[src/rtl/sparc_fetch_unit.sv]
// SPARC instruction fetch stage: PC/nPC pair, imem req/ack handshake and the
// registered fetch buffer consumed by IF/ID, with delay-slot, annul, stall and timeout.
module sparc_fetch_unit #(
  parameter logic [31:0] RESET_PC    = 32'h0000_0000,
  parameter logic [31:0] NOP_INSTR   = 32'h0100_0000,
  parameter int unsigned ACK_TIMEOUT = 15
) (
  input  logic        clk,
  input  logic        reset,
  input  logic        stall,
  input  logic        br_taken,
  input  logic        br_annul,
  input  logic [31:0] br_target,
  output logic        imem_req,
  output logic [31:0] imem_addr,
  input  logic        imem_ack,
  input  logic [31:0] imem_rdata,
  output logic [31:0] if_pc,
  output logic [31:0] if_npc,
  output logic [31:0] if_instr,
  output logic        if_valid,
  output logic        if_id_le,
  output logic        fetch_err
);

  localparam int unsigned TW = $clog2(ACK_TIMEOUT + 1);
  localparam logic [TW-1:0] TMO_LAST = TW'(ACK_TIMEOUT - 1);

  typedef enum logic [1:0] {IDLE, REQ, HOLD, ERR} state_t;

  state_t        state;
  logic [31:0]   pc;
  logic [31:0]   npc;
  logic [31:0]   pend_target;
  logic          annul_pend;
  logic [TW-1:0] tmo_cnt;

  logic          br_now;
  logic          annul_now;
  logic [31:0]   redirect;

  // ID only resolves transfers while not stalled; anything else is ignored
  assign br_now    = br_taken && !stall && (state == REQ);
  assign annul_now = annul_pend || (br_now && br_annul);
  assign redirect  = annul_pend ? pend_target : br_target;

  assign imem_addr = pc;
  assign if_id_le  = ~stall;

  always_ff @(posedge clk or negedge reset) begin
    if (!reset) begin
      state       <= IDLE;
      pc          <= RESET_PC;
      npc         <= RESET_PC + 32'd4;
      pend_target <= '0;
      annul_pend  <= 1'b0;
      tmo_cnt     <= '0;
      imem_req    <= 1'b0;
      if_pc       <= '0;
      if_npc      <= '0;
      if_instr    <= NOP_INSTR;
      if_valid    <= 1'b0;
      fetch_err   <= 1'b0;
    end else begin
      case (state)
        IDLE: begin
          state    <= REQ;
          imem_req <= 1'b1;
        end

        REQ: begin
          if (imem_ack) begin
            tmo_cnt    <= '0;
            annul_pend <= 1'b0;
            if_pc      <= pc;
            if_npc     <= npc;
            if (annul_now) begin
              if_instr <= NOP_INSTR;
              if_valid <= 1'b0;
              pc       <= redirect;
              npc      <= redirect + 32'd4;
            end else begin
              if_instr <= imem_rdata;
              if_valid <= 1'b1;
              if (br_now) begin
                pc  <= br_target;
                npc <= br_target + 32'd4;
              end else begin
                pc  <= npc;
                npc <= npc + 32'd4;
              end
            end
            if (stall) begin
              state    <= HOLD;
              imem_req <= 1'b0;
            end
          end else begin
            // Outstanding fetch keeps imem_addr stable; annul redirect waits for its ack
            if (br_now) begin
              if (br_annul) begin
                annul_pend  <= 1'b1;
                pend_target <= br_target;
              end else begin
                npc <= br_target;
              end
            end
            if (tmo_cnt == TMO_LAST) begin
              state      <= ERR;
              imem_req   <= 1'b0;
              tmo_cnt    <= '0;
              annul_pend <= 1'b0;
              if_valid   <= 1'b0;
              if_instr   <= NOP_INSTR;
              fetch_err  <= 1'b1;
            end else begin
              tmo_cnt <= tmo_cnt + 1'b1;
            end
          end
        end

        HOLD: begin
          if (!stall) begin
            state    <= REQ;
            imem_req <= 1'b1;
          end
        end

        ERR: begin
          imem_req <= 1'b0;
        end
      endcase
    end
  end

endmodule

[config.mk]
export PLATFORM = sky130hd
export DESIGN_NAME = sparc_fetch_unit
export DESIGN_NICKNAME = d
export VERILOG_FILES = /design/src/rtl/sparc_fetch_unit.sv
export SDC_FILE = /design/constraint.sdc
export NUM_CORES = 1
export LEC_CHECK = 0
export BUFFER_PORTS_ARGS = -buffer_cell sky130_fd_sc_hd__buf_4
export CELL_PAD_IN_SITES_DETAIL_PLACEMENT = 1
export CELL_PAD_IN_SITES_GLOBAL_PLACEMENT = 1
export CORE_AREA = 2 2 182 184
export CTS_CLUSTER_SIZE = 25
export DETAILED_ROUTE_END_ITERATION = 10
export DIE_AREA = 0 0 184 186
export PLACE_DENSITY = 0.67
export SLEW_MARGIN = 25
export SYNTH_ARGS = -nofsm -noshare
export SYNTH_HDL_FRONTEND = slang
export SYNTH_SLANG_ARGS = --single-unit
[constraint.sdc]
create_clock -name clk -period 3.1 [get_ports clk]
set_clock_uncertainty 0.05 [all_clocks]
set_input_delay 0.31 -clock clk [delete_from_list [all_inputs] [get_ports clk]]
set_output_delay 0.31 -clock clk [all_outputs]
set_load 0.005 [all_outputs]
==> results.tsv <==
stage	metric	value	unit
power	ir_drop	0.000485	V
placement	dpl_cell_area	11600	um^2
drt	drt_iter0_drc	376	
setup_path	critical_path_class	input port to flip-flop	
grt	grt_use_total	18.4	%
power	clkPwrFrac	23.6	%
drt	dr.pass1.iters	5	
min_path	hold_path.class	input port to flip-flop	
drt	antenna_left	0	
setup_path	critPathMaxStageDelay	540	ps
power	p_leak	6.31	nW
synthesis	yosys.cell_types.count	65	
synthesis	synth_top_area_share	52.6	%
synthesis	ys_seq_elements	202	
drt	drc	0	
setup_path	cp_slowest_cell	dlygate4sd3_1	
placement	port_buffers	201	
finish	nets	1314	
drt	routed_wl	31.5	mm
synthesis	synth_cells	973	
finish	fin_area	13000	um^2
timing	setup-tns-final	0	ps
clocking	cts_root_buf	clkbuf_16	
placement	dp_slack	223	ps
power	comb_power_share	37.6	%
setup_path	worstPathRequired	3480	ps
drt	vias	8333	
power	intPower	7.80	mW
clocking	clkLatencyLatePin	540	ps
timing	relSlewSlack	50.6	%
setup_path	critPathMaxFanout	7	
floorplanning	fp.dieW	184	um
setup_path	crit_family	simple AND/OR/NAND/NOR gates	
setup_path	cp_num_buf_inv	2	
timing	rsz0062_at_grt	false	
power	power_frac_seq	38.8	%
timing	hold_viol_final	0	
synthesis	synthesis.area	9510	um^2
setup_path	rr_startpoint	state[1]$_DFFE_PN0P_	
power	swShare	35.5	%
drt	vias_per_cell	5.00	
floorplanning	initial_utilization	29.5	%
grt	grt-ovfl-total	0	
synthesis	synth_top_cell_by_area	dfrtp_1	
min_path	hp-start	br_target[9]	
finish	syn_to_final_growth	36.4	%
clocking	cts_sinks	202	
setup_path	critPathArrivalTime	3280	ps
finish	utilization	40.3	%
timing	tightest_slew	741	ps
setup_path	cp_cell_sequence	dlygate4sd3_1 > buf_4 > and4bb_4 > mux2i_1 > o21ai_0 > ha_1 > nand3_1 > nor4_2 > nand3_1 > mux2i_1 > a211o_1	
placement	gp_congestion	0.814	
synthesis	avgSynthCellArea	9.77	um^2
timing	fin_crit	2900	ps
finish	fill_cells	3694	
clocking	clk_path_buf_depth	3	
floorplanning	ios	202	
placement	place_hpwl	21.8	mm
grt	grt_pass1_vias	8814	
floorplanning	die-area	34200	um^2
synthesis	ys_seq_area_share	53.2	%
timing	max_freq	0.344	GHz
clocking	cts_tree	built	
floorplanning	die_h	186	um
clocking	ctsResizeCount	0	
timing	final-setup-viol-count	0	
setup_path	start_kind	input port	
floorplanning	core	32200	um^2
grt	grt_max_degree	88	
timing	min_period_over_period	93.7	%
power	power.switching	4.29	mW
timing	worst_slack	195	ps
synthesis	synth_enable_flop_cells	0	
power	power_density	932	nW/um^2
synthesis	synth_warnings	0	
finish	drive_above_1_share	26.6	%
setup_path	crit_path_end_kind	flip-flop	
timing	worst_hold_slack	12.4	ps
synthesis	synth_area_leaders	dfrtp_1, nand2_1, mux2i_1, mux2_2, a22o_1	
clocking	htree_levels	1	
synthesis	async_flop_share	100	%
drt	wl_per_cell	18.9	um
synthesis	yosys_most_used_dff	dfrtp_1	
synthesis	syn-num-nets	1046	
clocking	cts.clk_slew.worst_paths	60	ps
floorplanning	rows	66	
outcome	status	completed	
grt	grt_pass1_wl	50.1	mm
clocking	numCtsBuffers	25	
flow_run	maxCapViolCount	0	
setup_path	cp-startpoint	stall	
timing	drv_slew	0	
grt	antenna_found_initial	1	
[cells in the final DEF, fill, tap and decap left out, types with 10 or more instances in the layout]
master / instances
a21oi_1: 44
a22o_1: 31
buf_4: 242
clkbuf_16: 25
dfrtp_1: 199
dlygate4sd3_1: 55
mux2_1: 20
mux2_2: 25
mux2i_1: 31
nand2_1: 307
nand2b_1: 10
nand3_1: 22
nand4_1: 16
nor2_1: 30
o21ai_0: 45
xnor2_1: 16
[metal layers]
| metal | up-vias | wire, um | global-route usage (%) | share of wire [%] |
|---|---|---|---|---|
| met2 | 232 | 15400 | 32.0 | 49 |
| met5 | - | 0 | 0 | 0 |
| met4 | 0 | 677 | 4.16 | 2.1 |
| met3 | 54 | 1720 | 3.38 | 5.4 |
| li1 | 3875 | - | - | - |
| met1 | 4172 | 13700 | 23.8 | 43 |
[synthesized netlist by cell type, drive strengths merged, types with 10 or more instances]
master    n
nand4    17
buf      23
a21oi    44
nor2     31
clkbuf   37
dfrtp   200
o21ai    48
nand2b   10
mux2i    36
xnor2    16
a22o     31
mux2     46
nand2   308
nand3    23
[layout make-up]
type	count	area, um^2	share of cell area [%]
clock inverter	10	104	0.800
timing repair buffer	301	2440	18.8
sequential	202	5060	39.0
tap	408	510	3.93
clock buffer	33	686	5.28
inverter	10	37.5	0.289
multi-input combinational	701	4130	31.9
antenna	1	2.50	0.0193
[final timing paths]
kind                                              end  cells after the start  slack (ps)
hold / removal             pend_target[9]$_DFFE_PN0P_                      2          10
hold reg to reg                 if_pc[23]$_DFFE_PN0P_                      2         420
setup reg to reg                  npc[18]$_DFFE_PN0P_                      9         220
min in group asynchronous         npc[24]$_DFFE_PN0P_                      2         310
max in group asynchronous       if_npc[8]$_DFFE_PN0P_                      3        1890
setup / recovery                  npc[18]$_DFFE_PN0P_                     11         200
[state kept, by name, summed over array words and instances, names as in the netlist]
| signal | count |
|---|---|
| if_instr | 32 |
| if_npc | 32 |
| if_pc | 32 |
| imem_addr | 32 |
| npc | 32 |
| pend_target | 32 |
| tmo_cnt | 4 |
| state | 2 |
| annul_pend | 1 |
| fetch_err | 1 |
| if_valid | 1 |
| imem_req | 1 |
[through the flow]
| step | cells | power (mW) |
|---|---|---|
| 4_1_cts | 1663 | 12.2 |
| 3_5_place_dp | 1565 | 9.25 |
| 5_1_grt | 1666 | 13.0 |
| 3_3_place_gp | 1565 | 9.11 |
| 2_1_floorplan | 973 | 6.85 |
| 6_report | 1666 | 12.1 |
[kinds of logic (layout without fill, tap and decap cells)]
family | after synthesis | in the layout | synth area share (%)
adder cells (fa/ha/maj) | 3 | 3 | 0.395
other | 0 | 1 | 0
AO/OA/AOI/OAI | 174 | 174 | 12.1
multiplexers | 82 | 82 | 9.56
buffers and inverters | 70 | 354 | 3.64
XOR/XNOR | 18 | 18 | 1.66
AND/OR/NAND/NOR | 424 | 424 | 19.5
flip-flops | 202 | 202 | 53.2
[power groups by stage]
stage               logic [mW]  clock network [mW]  registers, mW
finish                    4.55                2.85           4.69
floorplan                 2.36                   0           4.50
CTS                       4.61                2.94           4.70
global route              5.07                3.05           4.85
detailed placement        4.54                   0           4.71
global placement          4.41                   0           4.70
[what timing repair did]
action | in CTS | in global routing
buffers inserted | 0 | 2
endpoints found under the hold margin | 137 | 0
hold buffers | 55 | 0
setup endpoints to repair | 0 | 6
(Power assumes the default switching activity.)
